<file path="src/rtl/divider.sv">
// Unsigned restoring divider: one quotient bit per cycle, MSB first, IDLE/RUN/DONE control.
// Optional DIVIDER_DIVZERO_FAST_EN: a zero divisor skips RUN and reaches DONE one cycle after start.
module divider #(
    parameter int N = 16,
    parameter int D = 8
) (
    input  logic         clk,
    input  logic         rst,
    input  logic         start,
    input  logic [N-1:0] dividend,
    input  logic [D-1:0] divisor,
    output logic         busy,
    output logic         done,
    output logic [N-1:0] quotient,
    output logic [D-1:0] remainder,
    output logic         dz,
    output logic [1:0]   state_dbg
);
    localparam int CW = $clog2(N + 1);

    typedef enum logic [1:0] {
        IDLE = 2'd0,
        RUN  = 2'd1,
        DONE = 2'd2
    } state_t;

    state_t         state_q, state_d;
    logic [N-1:0]   dvd_q, dvd_d;
    logic [D-1:0]   dvs_q, dvs_d;
    logic [D-1:0]   rem_q, rem_d;
    logic [CW-1:0]  cnt_q, cnt_d;
    logic [N-1:0]   quot_q, quot_d;
    logic [D-1:0]   rout_q, rout_d;
    logic           dz_q, dz_d;
    logic           fz_q, fz_d;

    logic [D:0]     rem_shift;
    logic [D-1:0]   rem_next;
    logic [N-1:0]   dvd_next;
    logic           q_bit;
    logic           accept;

    // Datapath step. A kept remainder is always below the divisor, so the
    // subtraction result fits in D bits and the carry bit only feeds the compare.
    // With a zero divisor every step subtracts nothing, giving all-ones quotient
    // and the dividend's low D bits as remainder without special casing.
    always_comb begin
        rem_shift = {rem_q, dvd_q[N-1]};
        q_bit     = rem_shift[D] | (rem_shift[D-1:0] >= dvs_q);
        rem_next  = q_bit ? (rem_shift[D-1:0] - dvs_q) : rem_shift[D-1:0];
        dvd_next  = {dvd_q[N-2:0], q_bit};
        accept    = start && !fz_q && ((state_q == IDLE) || (state_q == DONE));
    end

    always_comb begin
        state_d = state_q;
        dvd_d   = dvd_q;
        dvs_d   = dvs_q;
        rem_d   = rem_q;
        cnt_d   = cnt_q;
        quot_d  = quot_q;
        rout_d  = rout_q;
        dz_d    = dz_q;
        fz_d    = fz_q;
        case (state_q)
            IDLE, DONE: begin
                if (fz_q) begin
                    // Fast zero-divisor request waiting one cycle before DONE.
                    state_d = DONE;
                    fz_d    = 1'b0;
                    quot_d  = '1;
                    rout_d  = dvd_q[D-1:0];
                    dz_d    = 1'b1;
                end else if (accept) begin
                    dvd_d = dividend;
                    dvs_d = divisor;
                    rem_d = '0;
                    cnt_d = CW'(N - 1);
                    dz_d  = 1'b0;
`ifdef DIVIDER_DIVZERO_FAST_EN
                    if (divisor == '0) begin
                        state_d = IDLE;
                        fz_d    = 1'b1;
                    end else begin
                        state_d = RUN;
                    end
`else
                    state_d = RUN;
`endif
                end else if (state_q == DONE) begin
                    state_d = IDLE;
                end
            end
            RUN: begin
                rem_d = rem_next;
                dvd_d = dvd_next;
                if (cnt_q == '0) begin
                    state_d = DONE;
                    quot_d  = dvd_next;
                    rout_d  = rem_next;
                    dz_d    = (dvs_q == '0);
                end else begin
                    cnt_d = cnt_q - 1'b1;
                end
            end
            default: state_d = IDLE;
        endcase
    end

    always_ff @(posedge clk) begin
        if (rst) begin
            state_q <= IDLE;
            dvd_q   <= '0;
            dvs_q   <= '0;
            rem_q   <= '0;
            cnt_q   <= '0;
            quot_q  <= '0;
            rout_q  <= '0;
            dz_q    <= 1'b0;
            fz_q    <= 1'b0;
        end else begin
            state_q <= state_d;
            dvd_q   <= dvd_d;
            dvs_q   <= dvs_d;
            rem_q   <= rem_d;
            cnt_q   <= cnt_d;
            quot_q  <= quot_d;
            rout_q  <= rout_d;
            dz_q    <= dz_d;
            fz_q    <= fz_d;
        end
    end

    assign busy      = (state_q == RUN);
    assign done      = (state_q == DONE);
    assign quotient  = quot_q;
    assign remainder = rout_q;
    assign dz        = dz_q;
    assign state_dbg = state_q;

endmodule
</file>
<file path="config.mk">
export PLATFORM = sky130hd
export DESIGN_NAME = divider
export DESIGN_NICKNAME = d
export VERILOG_FILES = /design/src/rtl/divider.sv
export SDC_FILE = /design/constraint.sdc
export NUM_CORES = 1
export LEC_CHECK = 0
export CELL_PAD_IN_SITES_DETAIL_PLACEMENT = 1
export CELL_PAD_IN_SITES_GLOBAL_PLACEMENT = 2
export CORE_UTILIZATION = 31
export CTS_BUF_LIST = sky130_fd_sc_hd__clkbuf_2
export CTS_CLUSTER_SIZE = 16
export DETAILED_ROUTE_END_ITERATION = 8
export GPL_TIMING_DRIVEN = 0
export PLACE_DENSITY = 0.81
export SYNTH_ARGS = -nofsm -noshare
export SYNTH_HDL_FRONTEND = slang
export SYNTH_SLANG_ARGS = --single-unit
</file>
<file path="constraint.sdc">
create_clock -name clk -period 2.1 [get_ports clk]
set_input_delay 0.42 -clock clk [delete_from_list [all_inputs] [get_ports clk]]
set_output_delay 0.42 -clock clk [all_outputs]
set_load 0.05 [all_outputs]
</file>
-- Word level (Yosys, flattened, before mapping)
Cells that the tools add are included.
- bits in registers: 64
- latch bits: 0
- bits in writable memories: 0
- memory bits (read-only): 0
- input bits: 27
- output and inout port bits: 29
- word-level logic and storage cells: 51
- memories kept: 0
- add/sub/neg operators: 2
- $mul: 0
- div/mod/pow operators: 0
- order comparisons: 1
- eq/ne operators: 6
- shift-type cells: 0
- muxes and demuxes: 19
- bitwise logic cells: 2
- reductions and logical operators: 13
- operator list (cell ; number):
    16-bit 2-to-1 mux ; 3
    8-bit 2-to-1 mux ; 4
    16-bit one-hot mux with 2 select lines ; 1
    8-bit one-hot mux with 2 select lines ; 1
    5-bit 2-to-1 mux ; 2
    5-bit one-hot mux with 2 select lines ; 1
    3-bit AND reduction ; 3
    8-bit greater-or-equal comparator ; 1
    8-bit zero test ; 1
    8-bit subtractor ; 1
    2-bit 2-to-1 mux ; 3
    2-bit AND reduction ; 3
    5-bit zero test ; 1
    5-bit by 1-bit subtractor with 5-bit output (second input constant) ; 1
    2-bit inequality test (second input constant) ; 2
    2-bit one-hot mux with 2 select lines ; 1
    3-bit inequality test (second input constant) ; 1
    2-bit by 1-bit == test with 1-bit output (second input constant) ; 1
    2-bit == test (second input constant) ; 1
    2-bit zero test ; 1
    1-bit 2-to-1 mux ; 2
    2-bit by 1-bit inequality test with 1-bit output (second input constant) ; 1
    1-bit one-hot mux with 2 select lines ; 1
    2-bit nonzero test ; 1
    other kinds (5) ; 5

-- Depth between registers and ports, before layout
Gate-level depths: netlist of the first run.
- depth in word-level cells: 5
- mapped depth: 10
- gate-level depth less buffers: 9

-- Worst setup path before layout of the first run
OpenSTA, ideal clock, no wires.
- kind: register -> register
- start: register state_q[0], in the netlist state_dbg[0]
- end: register rout_q[7], in the netlist remainder[7]
- setup time: 126 ps
- arrival: 1813 ps
- data required time: 1974 ps
- path slack: 161 ps
- cell stages (with the launch flop): 8
- buffers on the path: 1
- clock period less this slack: 1939 ps
- cell sequence: dfxtp_1 nand2b_1 buf_2 inv_2 nand2_1 and3_1 a41oi_1 o21ai_0
- elaborated cells between the ends (all ways): 8
- RTL lines (item ; RTL line ; text):
    from (decl) ; 27 ; state_t state_q, state_d;
    from (signal assigned) ; 122 ; state_q <= state_d;
    2-bit by 1-bit == test with 1-bit output (*) ; -- ;
    net busy ; 12 ; output logic busy,
    2-bit by 1-bit inequality test with 1-bit output (no source line) or 2-bit nonzero test (tied branches) ; -- ;
    3-bit AND reduction (no source line) (*) ; -- ;
    to (signal assigned) ; 128 ; rout_q <= rout_d;
    to (decl) ; 33 ; logic [D-1:0] rout_q, rout_d;
Mark *: on every way through the listed nets, which the timed path passes. The rest lies on a longest branch.
A chain may end at the register's enable or synchronous reset.

-- Final worst setup path of the first run
- start: register dvd_q[15]
- end: register rem_q[6]
- longest elaborated chain between the ends: 4
- elaborated cells between the ends (all ways): 5
- RTL lines (item ; RTL line ; text):
    from (decl) ; 28 ; logic [N-1:0] dvd_q, dvd_d;
    from (signal assigned) ; 123 ; dvd_q <= dvd_d;
    8-bit greater-or-equal comparator ; 49 ; q_bit = rem_shift[D] | (rem_shift[D-1:0] >= dvs_q);
    1-bit OR ; 49 ;
    8-bit 2-to-1 mux (*) ; 50 ; rem_next = q_bit ? (rem_shift[D-1:0] - dvs_q) : rem_shift[D-1:0];
    8-bit one-hot mux with 2 select lines (*) ; 65 ; case (state_q)
    to (signal assigned) ; 125 ; rem_q <= rem_d;
    to (decl) ; 30 ; logic [D-1:0] rem_q, rem_d;
Mark *: on every way between the ends. The rest lies on a longest branch, timed or not.

==> flow_summary.toml, run 1 <==
[status]
status = "complete, no violations"

[drt]
drt_wl_total_um = 8910
dr.pass1.iters = 5
vias = 2908
viasPerCell = 5.00
drtIter0Drc = 108
ant_nets = 0
drc = 0
wl_per_cell_um = 15.3

[clock_tree]
root_buffer = "clkbuf_2"
htree_levels = 3
clk_latency_ns = 0.47
cts_buffers = 9
clk_pin_slew_worst_paths_ns = 0.18
clockBufferDepth = 2
clock-sinks = 64
cts_tree = "done"

[global_route]
antenna_found_initial = 0
grt_max_degree = 12
grt_pass1_vias = 2855
gr-usage-all-layers = 0.184
grt_pass1_wl_um = 14400
grt_overflow = 0

[floorplanning]
fp-row-count = 35
start_util = 0.323
ioPinCount = 56
die_w_um = 101
dieArea_um2 = 10100
fp.dieH_um = 101
core_area_um2 = 9330

[synthesis]
synthCells = 380
synth_top_area_frac = 0.426
synthArstFlopShare = 0
ys_types = 43
syn_nets = 418
yosysSeqAreaShare = 0.426
synth_area_leaders = "dfxtp_1 (43%), nand2_1 (11%), a21oi_1 (5.8%)"
synth_edf_count = 0
yosysTopAreaCell = "dfxtp_1"
synth_top_flop_cell = "dfxtp_1"
yosys_warnings = 0
synth_commonest_cells = "nand2_1 (90), dfxtp_1 (64), a21oi_1 (35)"
syn-cell-area_um2 = 3010
syn_area_per_cell_um2 = 7.92
yosys_register_bits = 64
yosys.cell_count.top_type = "nand2_1"

[job]
maxCapViolCount = 0

[worst_setup_path]
critPathLaunchType = "flop"
reg2reg_slack_ns = 0.12
end_kind = "flop"
rr_endpoint = "rem_q[6]"
ff2ff_path_depth = 10
cp_data_required_time_ns = 2.49
path_class = "flop to flop"
rr_startpoint = "dvd_q[15]"
arrival_ns = 2.37
critPathMaxFanout = 10

[finish]
fin_area_um2 = 3880
syn_to_final_growth_pct = 29.1
drive_gt1_frac = 0.110
finish.utilization = 0.416
nNetsFinal = 486
antenna_cells = 0

[worst_hold_path]
holdCritStartpoint = "quotient[14]"
hold_class = "flop to flop"
hold_depth = 2
whs_endpoint = "quotient[14]"

[sta]
setup_viol = 0
grt_setup_unrepaired = "no"
fin_crit_ns = 1.98
slew_viol_final = 0
period_share = 0.942
finalHoldViolCount = 0
maxSlewHeadroom = 0.623
clock_skew_ns = 0.0187
worst_pin_slew_ns = 0.566
fmaxAchievable_mhz = 505

[power]
switchingPower_mw = 1.27
power.total_mw = 3.36
ir_drop_uv = 349
pwr-share-clk = 0.216
power.internal_mw = 2.09
p_leak_nw = 1.71
sw_frac_of_total = 0.378
power_frac_comb = 0.364
powerDensity_nw_per_um2 = 866
power_frac_seq = 0.419

[placed_design]
dpl_cell_area_um2 = 3710
dp_hpwl_um = 6720
numPortBuffers = 54
gp_congestion = 0.809
[power by group through the flow]
stage / combinational (mW) / clock [mW] / sequential, mW
after floorplan: 0.764 / 0 / 1.48
after global placement: 1.14 / 0 / 1.43
after detailed placement: 1.16 / 0 / 1.44
after CTS: 1.16 / 0.759 / 1.41
after global routing: 1.35 / 0.804 / 1.43
final: 1.23 / 0.728 / 1.41
[layout make-up]
cell class | instances | area (um2)
tap | 129 | 161
buffer | 25 | 119
sequential | 64 | 1290
timing repair buffer | 57 | 557
fill | 1135 | 5440
inverter | 18 | 67.6
clock buffer | 10 | 50.0
multi-input combinational | 273 | 1580
clock inverter | 6 | 60.1
[cells by family (layout without fill, tap and decap cells)]
| kind of cell | Yosys count | in the layout | synth area share |
|---|---|---|---|
| flip-flops | 64 | 64 | 0.426 |
| multiplexers | 6 | 6 | 0.0200 |
| adder cells (fa/ha/maj) | 11 | 11 | 0.0482 |
| buffers and inverters | 43 | 116 | 0.0619 |
| AO/OA/AOI/OAI | 88 | 88 | 0.190 |
| AND/OR/NAND/NOR | 161 | 161 | 0.234 |
| XOR/XNOR | 7 | 7 | 0.0204 |
[metal layers]
layer  vias up  wire, um  global-route usage
met5         -         0                   0
met4         0        95              0.0602
met3        12       307              0.0270
met2        65      3890               0.277
met1      1376      4630               0.268
li1       1455         -                   -
[state kept, by name (all words and copies together) (netlist names)]
register	count
cnt_q	5
dvd_q	16
dvs_q	8
dz	1
quotient	16
rem_q	8
remainder	8
state_dbg	2
[through the flow]
stage / cells / worst slack, ns / hold WS [ns] / TNS, ns
6_report: 582 / 0.121 / 0.464 / 0
5_1_grt: 582 / 0.000903 / 0.437 / 0
4_1_cts: 579 / 0.00257 / 0.416 / 0
3_3_place_gp: 563 / -0.0669 / 0.445 / -0.312
3_5_place_dp: 563 / -0.0837 / 0.449 / -0.679
2_1_floorplan: 380 / 0.161 / 0.437 / 0
[worst max path at each step]
| stage | slack, ns | end | depth (start not counted) | from |
|---|---|---|---|---|
| after floorplan | 0.16 | remainder[7] | 7 | state_dbg[0] |
| after global placement | -0.07 | rem_q[7] | 7 | start |
| after detailed placement | -0.08 | dvd_q[5] | 6 | start |
| after CTS | 0.003 | quotient[1] | 1 | quotient[1] |
| after global routing | 0.0009 | rem_q[6] | 9 | dvs_q[4] |
| final | 0.12 | rem_q[6] | 10 | dvd_q[15] |
[placed cells by master, fill, tap and decap left out, drive strengths merged, types with 4 or more instances in the layout]
master and n:
dlymetal6s2s 9, nand2 90, nor3 9, mux2i 6, clkinv 4, o21ai 14, nor2b 4, and3 4
inv 18, dlygate4sd2 19, ha 10, clkdlybuf4s50 25, buf 15, dfxtp 64, nor2 29, a211oi 4
a21oi 36, nand3 13, a311oi 17, xor2 4, clkbuf 24
[worst max-delay path: stages, from the launching register on]
cell      delay (ns)
dfxtp_2         0.38
inv_1           0.05
ha_1            0.20
inv_1           0.07
fa_2            0.22
nand3_2         0.09
a31o_1          0.20
and3_4          0.18
buf_6           0.14
a21o_1          0.19
a311oi_2        0.19
[timing repair]
item	4_1_cts	5_1_grt
buffers inserted	0	3
hold buffers	0	0
endpoints found under the setup margin	32	32
pin swaps	0	1
gates resized for setup	28	22
endpoints found under the hold margin	0	0
Power figures use the tool's default switching activity.
==> run 2: changes to the inputs <==
--- a/config.mk
+++ b/config.mk
@@ -12,6 +12,7 @@
 export CTS_CLUSTER_SIZE = 16
 export DETAILED_ROUTE_END_ITERATION = 8
 export GPL_TIMING_DRIVEN = 0
+export MAX_ROUTING_LAYER = met4
 export PLACE_DENSITY = 0.81
 export SYNTH_ARGS = -nofsm -noshare
 export SYNTH_HDL_FRONTEND = slang
==> run 2 against run 1 <==
Sequential power barely moved. Global-route usage rose by 0.53 points. Clock power barely moved. Largest cell class unchanged.
==> flow_summary.toml, run 2 (synthesized netlist as in run 1, its figures left out) <==
[sta]
maxSlewHeadroom = 0.629
worst_pin_slew_ns = 0.557
whs_ns = 0.464
period_share = 0.944
slew_viol_final = 0
fin_crit_ns = 1.98
finalHoldViolCount = 0
clock_skew_ns = 0.0194
setup_viol = 0
fmaxAchievable_mhz = 505
grt_setup_unrepaired = "no"

[drt]
viasPerCell = 5.00
drt_wl_total_um = 8930
drtIter0Drc = 123
vias = 2911
drc = 0
dr.pass1.iters = 4
ant_nets = 0
wl_per_cell_um = 15.3

[worst_setup_path]
cp_data_required_time_ns = 2.49
arrival_ns = 2.37
crit_end = "rem_q[6]"
reg2reg_slack_ns = 0.12
critPathMaxFanout = 10
critPathLaunch = "dvd_q[15]"
ff2ff_path_depth = 10
critPathLaunchType = "flop"
end_kind = "flop"
path_class = "flop to flop"
rr_startpoint = "dvd_q[15]"
rr_endpoint = "rem_q[6]"

[floorplanning]
fp-row-count = 35
die_w_um = 101
dieArea_um2 = 10100
core_area_um2 = 9330
fp.dieH_um = 101
start_util = 0.323
ioPinCount = 56

[global_route]
grt_overflow = 0
grt_pass1_vias = 2851
grt_pass1_wl_um = 14400
gr-usage-all-layers = 0.189
antenna_found_initial = 0
grt_max_degree = 12

[status]
status = "complete, no violations"

[clock_tree]
clockBufferDepth = 2
clock-sinks = 64
postCtsHoldBufs = 0
cts_buffers = 9
clk_latency_ns = 0.48
clk_pin_slew_worst_paths_ns = 0.18
cts_tree = "done"
htree_levels = 3
root_buffer = "clkbuf_2"

[power]
sw_frac_of_total = 0.378
switchingPower_mw = 1.27
power.internal_mw = 2.09
ir_drop_uv = 349
p_leak_nw = 1.71
pwr-share-clk = 0.216
power.total_mw = 3.37
powerDensity_nw_per_um2 = 867
power_frac_comb = 0.365
power_frac_seq = 0.419

[job]
maxCapViolCount = 0

[finish]
multi_input_area_um2 = 1580
fillerInstances = 1135
drive_gt1_frac = 0.110
layout_common_cells = "nand2_1 (89), dfxtp_1 (58), a21oi_1 (34)"
antenna_cells = 0
syn_to_final_growth_pct = 29.1
final_common_cell = "nand2_1"
regArea_um2 = 1290
nNetsFinal = 486

[placed_design]
gp_congestion = 0.821
numPortBuffers = 54
dp_hpwl_um = 6720

[worst_hold_path]
hold_class = "flop to flop"
## run 2: cell counts in the layout (fill, tap and decap cells not counted)
Identical to the previous run, type by type.
## run 2: worst max-delay path, cell delays in order, from the launching register on
cell and delay (ns):
dfxtp_2 0.38, inv_1 0.05, ha_1 0.20, inv_1 0.07
fa_2 0.22, nand3_2 0.09, a31o_1 0.20, and3_4 0.18
buf_6 0.14, a21o_1 0.19, a311oi_2 0.19
## run 2: power by group through the flow
stage	logic [mW]	registers (mW)	clock network, mW
floorplan	0.764	1.48	0
global placement	1.14	1.43	0
detailed placement	1.16	1.44	0
CTS	1.16	1.41	0.759
global route	1.35	1.43	0.804
finish	1.23	1.41	0.729
## run 2: worst min-delay path by stage
stage / from / end / slack (ns) / depth (start not counted)
2_1_floorplan: rem_q[7] / rem_q[7] / 0.44 / 2
3_3_place_gp: quotient[15] / quotient[15] / 0.44 / 2
3_5_place_dp: quotient[5] / quotient[5] / 0.45 / 2
4_1_cts: rst / state_dbg[1] / 0.42 / 2
5_1_grt: divisor[0] / dvs_q[0] / 0.44 / 3
6_report: quotient[14] / quotient[14] / 0.46 / 2
## run 2: layout make-up
cell class / instances / area share
clock buffer: 10 / 0.0129
clock inverter: 6 / 0.0155
sequential: 64 / 0.332
buffer: 25 / 0.0306
multi-input combinational: 273 / 0.406
inverter: 18 / 0.0174
tap: 129 / 0.0415
timing repair buffer: 57 / 0.143
## run 2: stage by stage
step	cell area, um2	TNS, ns	setup WS, ns	util	instances
2_1_floorplan	3010	0	0.161	-	380
3_3_place_gp	3710	-0.312	-0.0669	0.398	563
3_5_place_dp	3710	-0.679	-0.0837	0.398	563
4_1_cts	3800	0	0.00257	0.408	579
5_1_grt	3880	0	0.000903	0.416	582
6_report	3880	0	0.118	0.416	582
## run 2: repair_timing
action	in CTS	in global routing
endpoints found under the hold margin	0	0
gates resized for setup	28	22
setup endpoints to repair	32	32
pin swaps	0	1
setup buffers	0	3
## run 2: layer usage
metal / vias up / share of wire / GRT usage
li1: 1454 / - / -
met5: - / 0 / -
met1: 1378 / 0.52 / 0.268
met2: 65 / 0.44 / 0.277
met4: 0 / 0.013 / 0.0602
met3: 14 / 0.035 / 0.0270
==> run 3: changes to the inputs <==
--- a/config.mk
+++ b/config.mk
@@ -8,7 +8,7 @@
 export CELL_PAD_IN_SITES_DETAIL_PLACEMENT = 1
 export CELL_PAD_IN_SITES_GLOBAL_PLACEMENT = 2
 export CORE_UTILIZATION = 31
-export CTS_BUF_LIST = sky130_fd_sc_hd__clkbuf_2
+export CTS_BUF_LIST = sky130_fd_sc_hd__clkbuf_2 sky130_fd_sc_hd__clkbuf_4 sky130_fd_sc_hd__clkbuf_8
 export CTS_CLUSTER_SIZE = 16
 export DETAILED_ROUTE_END_ITERATION = 8
 export GPL_TIMING_DRIVEN = 0
==> run 3 against run 2 <==
Sequential power about the same. Setup slack got worse by 0.0097 ns. Critical endpoint is now remainder[2]. Critical path type unchanged. Largest cell class unchanged. Routed wire length increased by 1.0%.
==> flow_summary.toml, run 3 (synthesized netlist as in run 1, its figures left out) <==
[worst_setup_path]
critPathLaunch = "dvd_q[15]"
critPathMaxFanout = 10
critPathSlowestCell = "fa_2"
cp_data_required_time_ns = 2.34
path_class = "flop to flop"
crit_path_frequent_cell = "inv_1"
arrival_ns = 2.23
rr_startpoint = "dvd_q[15]"
crit_path_max_incr_delay_ns = 0.35
reg2reg_slack_ns = 0.11
crit_chain = "inv_1 > ha_1 > inv_1 > fa_2 > nand3_2 > a31o_1 > and3_4 > buf_6 > mux2i_1 > a31o_2"
rr_endpoint = "remainder[2]"
crit_end = "remainder[2]"
end_kind = "flop"
critPathLaunchType = "flop"
ff2ff_path_depth = 10

[sta]
fin_crit_ns = 1.99
worst_pin_slew_ns = 0.549
finalHoldViolCount = 0
fmaxAchievable_mhz = 502
maxSlewHeadroom = 0.634
timing.final.ws_setup_ns = 0.109
totalNegativeSetupSlack_ns = 0
clock_skew_ns = 0.00744
setup_viol = 0
grt_setup_unrepaired = "no"
slew_viol_final = 0
period_share = 0.948

[global_route]
grt_max_degree = 12
grt_pass1_vias = 2892
antenna_found_initial = 0
gr-usage-all-layers = 0.191
grt_pass1_wl_um = 14500
grt_overflow = 0

[drt]
wl_per_cell_um = 15.5
vias = 2887
drtIter0Drc = 143
viasPerCell = 4.98
dr.pass1.iters = 4
drc = 0
drt_wl_total_um = 9020
ant_nets = 0

[finish]
layout_common_cells = "nand2_1 (89), dfxtp_1 (61), clkdlybuf4s50_1 (52)"
syn_to_final_growth_pct = 32.3
finish.utilization = 0.427
final_common_cell = "nand2_1"
antenna_cells = 0
drive_gt1_frac = 0.104
fin_area_um2 = 3980
nNetsFinal = 484

[placed_design]
dpl_cell_area_um2 = 3710
numPortBuffers = 54
gp_congestion = 0.821
place_ws_ns = -0.0837
dp_hpwl_um = 6720

[power]
power.total_mw = 3.75
pwr-share-clk = 0.288
power_frac_comb = 0.335
sw_frac_of_total = 0.351
power_frac_seq = 0.377
power.internal_mw = 2.43
p_leak_nw = 1.50
powerDensity_nw_per_um2 = 940
ir_drop_uv = 384
switchingPower_mw = 1.31

[worst_hold_path]
hold_class = "flop to flop"

[floorplanning]
start_util = 0.323
core_area_um2 = 9330
fp-row-count = 35
fp.dieH_um = 101
dieArea_um2 = 10100
die_w_um = 101
ioPinCount = 56

[clock_tree]
root_buffer = "clkbuf_8"
cts_buffers = 9
clk_pin_slew_worst_paths_ns = 0.07
htree_levels = 3
postCtsHoldBufs = 0
clock-sinks = 64
clk_latency_ns = 0.34
cts_tree = "done"
clockBufferDepth = 2

[job]
maxCapViolCount = 0

[status]
status = "complete, no violations"
==> run 3: cell count changes in the layout (fill, tap and decap cells not counted), moves of 2 or more <==
cell and delta:
dfxtp_1 +3, buf_4 -3, clkbuf_2 -9, dlymetal6s2s_1 -8, clkbuf_8 +10, clkdlybuf4s50_1 +27
dfxtp_2 -2, dlygate4sd2_1 -19
==> run 3: power groups by stage <==
| stage | Sequential, mW | Combinational (mW) | Clock, mW |
|---|---|---|---|
| after floorplan | 1.48 | 0.764 | 0 |
| after global placement | 1.43 | 1.14 | 0 |
| after detailed placement | 1.44 | 1.16 | 0 |
| after CTS | 1.41 | 1.17 | 1.10 |
| after global routing | 1.43 | 1.37 | 1.15 |
| final | 1.41 | 1.25 | 1.08 |
==> run 3: final cells by class <==
cell class	instances	area, um2
Fill cell	1130	5340
Multi-Input combinational cell	273	1600
Sequential cell	64	1280
Timing Repair Buffer	55	546
Tap cell	129	161
Clock buffer	11	145
Buffer	25	123
Inverter	18	67.6
Clock inverter	5	56.3
==> run 3: worst max-delay path: cells and delay by family (launching register included) <==
family	cells	cell delay (ns)
muxes	1	0.08
buffers and inverters	3	0.27
DFF	1	0.34
adders and majority gates	2	0.51
and+or+nand+nor	2	0.30
AOI/OAI and AO/OA	2	0.37
==> run 3: metrics by stage <==
step,std cells,hold WS (ns)
finish,580,0.455
global route,580,0.475
CTS,579,0.460
detailed placement,563,0.449
global placement,563,0.445
floorplan,380,0.437
==> run 3: what timing repair did <==
item                                    in CTS  in global routing
pin swaps                                    0                  1
resized for setup                            3                 17
endpoints found under the setup margin      10                 25
hold endpoints to repair                     0                  0
setup buffers                                0                  1
==> run 3: metal layers <==
layer  GRT usage  share of wire  up-vias
li1            -              -     1448
met1       0.268           0.52     1377
met2       0.280           0.45       56
met3      0.0374          0.028        6
met4      0.0468         0.0061        0
met5           -              0        -
==> run 3: worst min-delay path by stage <==
stage | start | to | cells past startpoint
2_1_floorplan | rem_q[7] | rem_q[7] | 2
3_3_place_gp | quotient[15] | quotient[15] | 2
3_5_place_dp | quotient[5] | quotient[5] | 2
4_1_cts | quotient[14] | quotient[14] | 2
5_1_grt | quotient[14] | quotient[14] | 2
6_report | quotient[14] | quotient[14] | 2
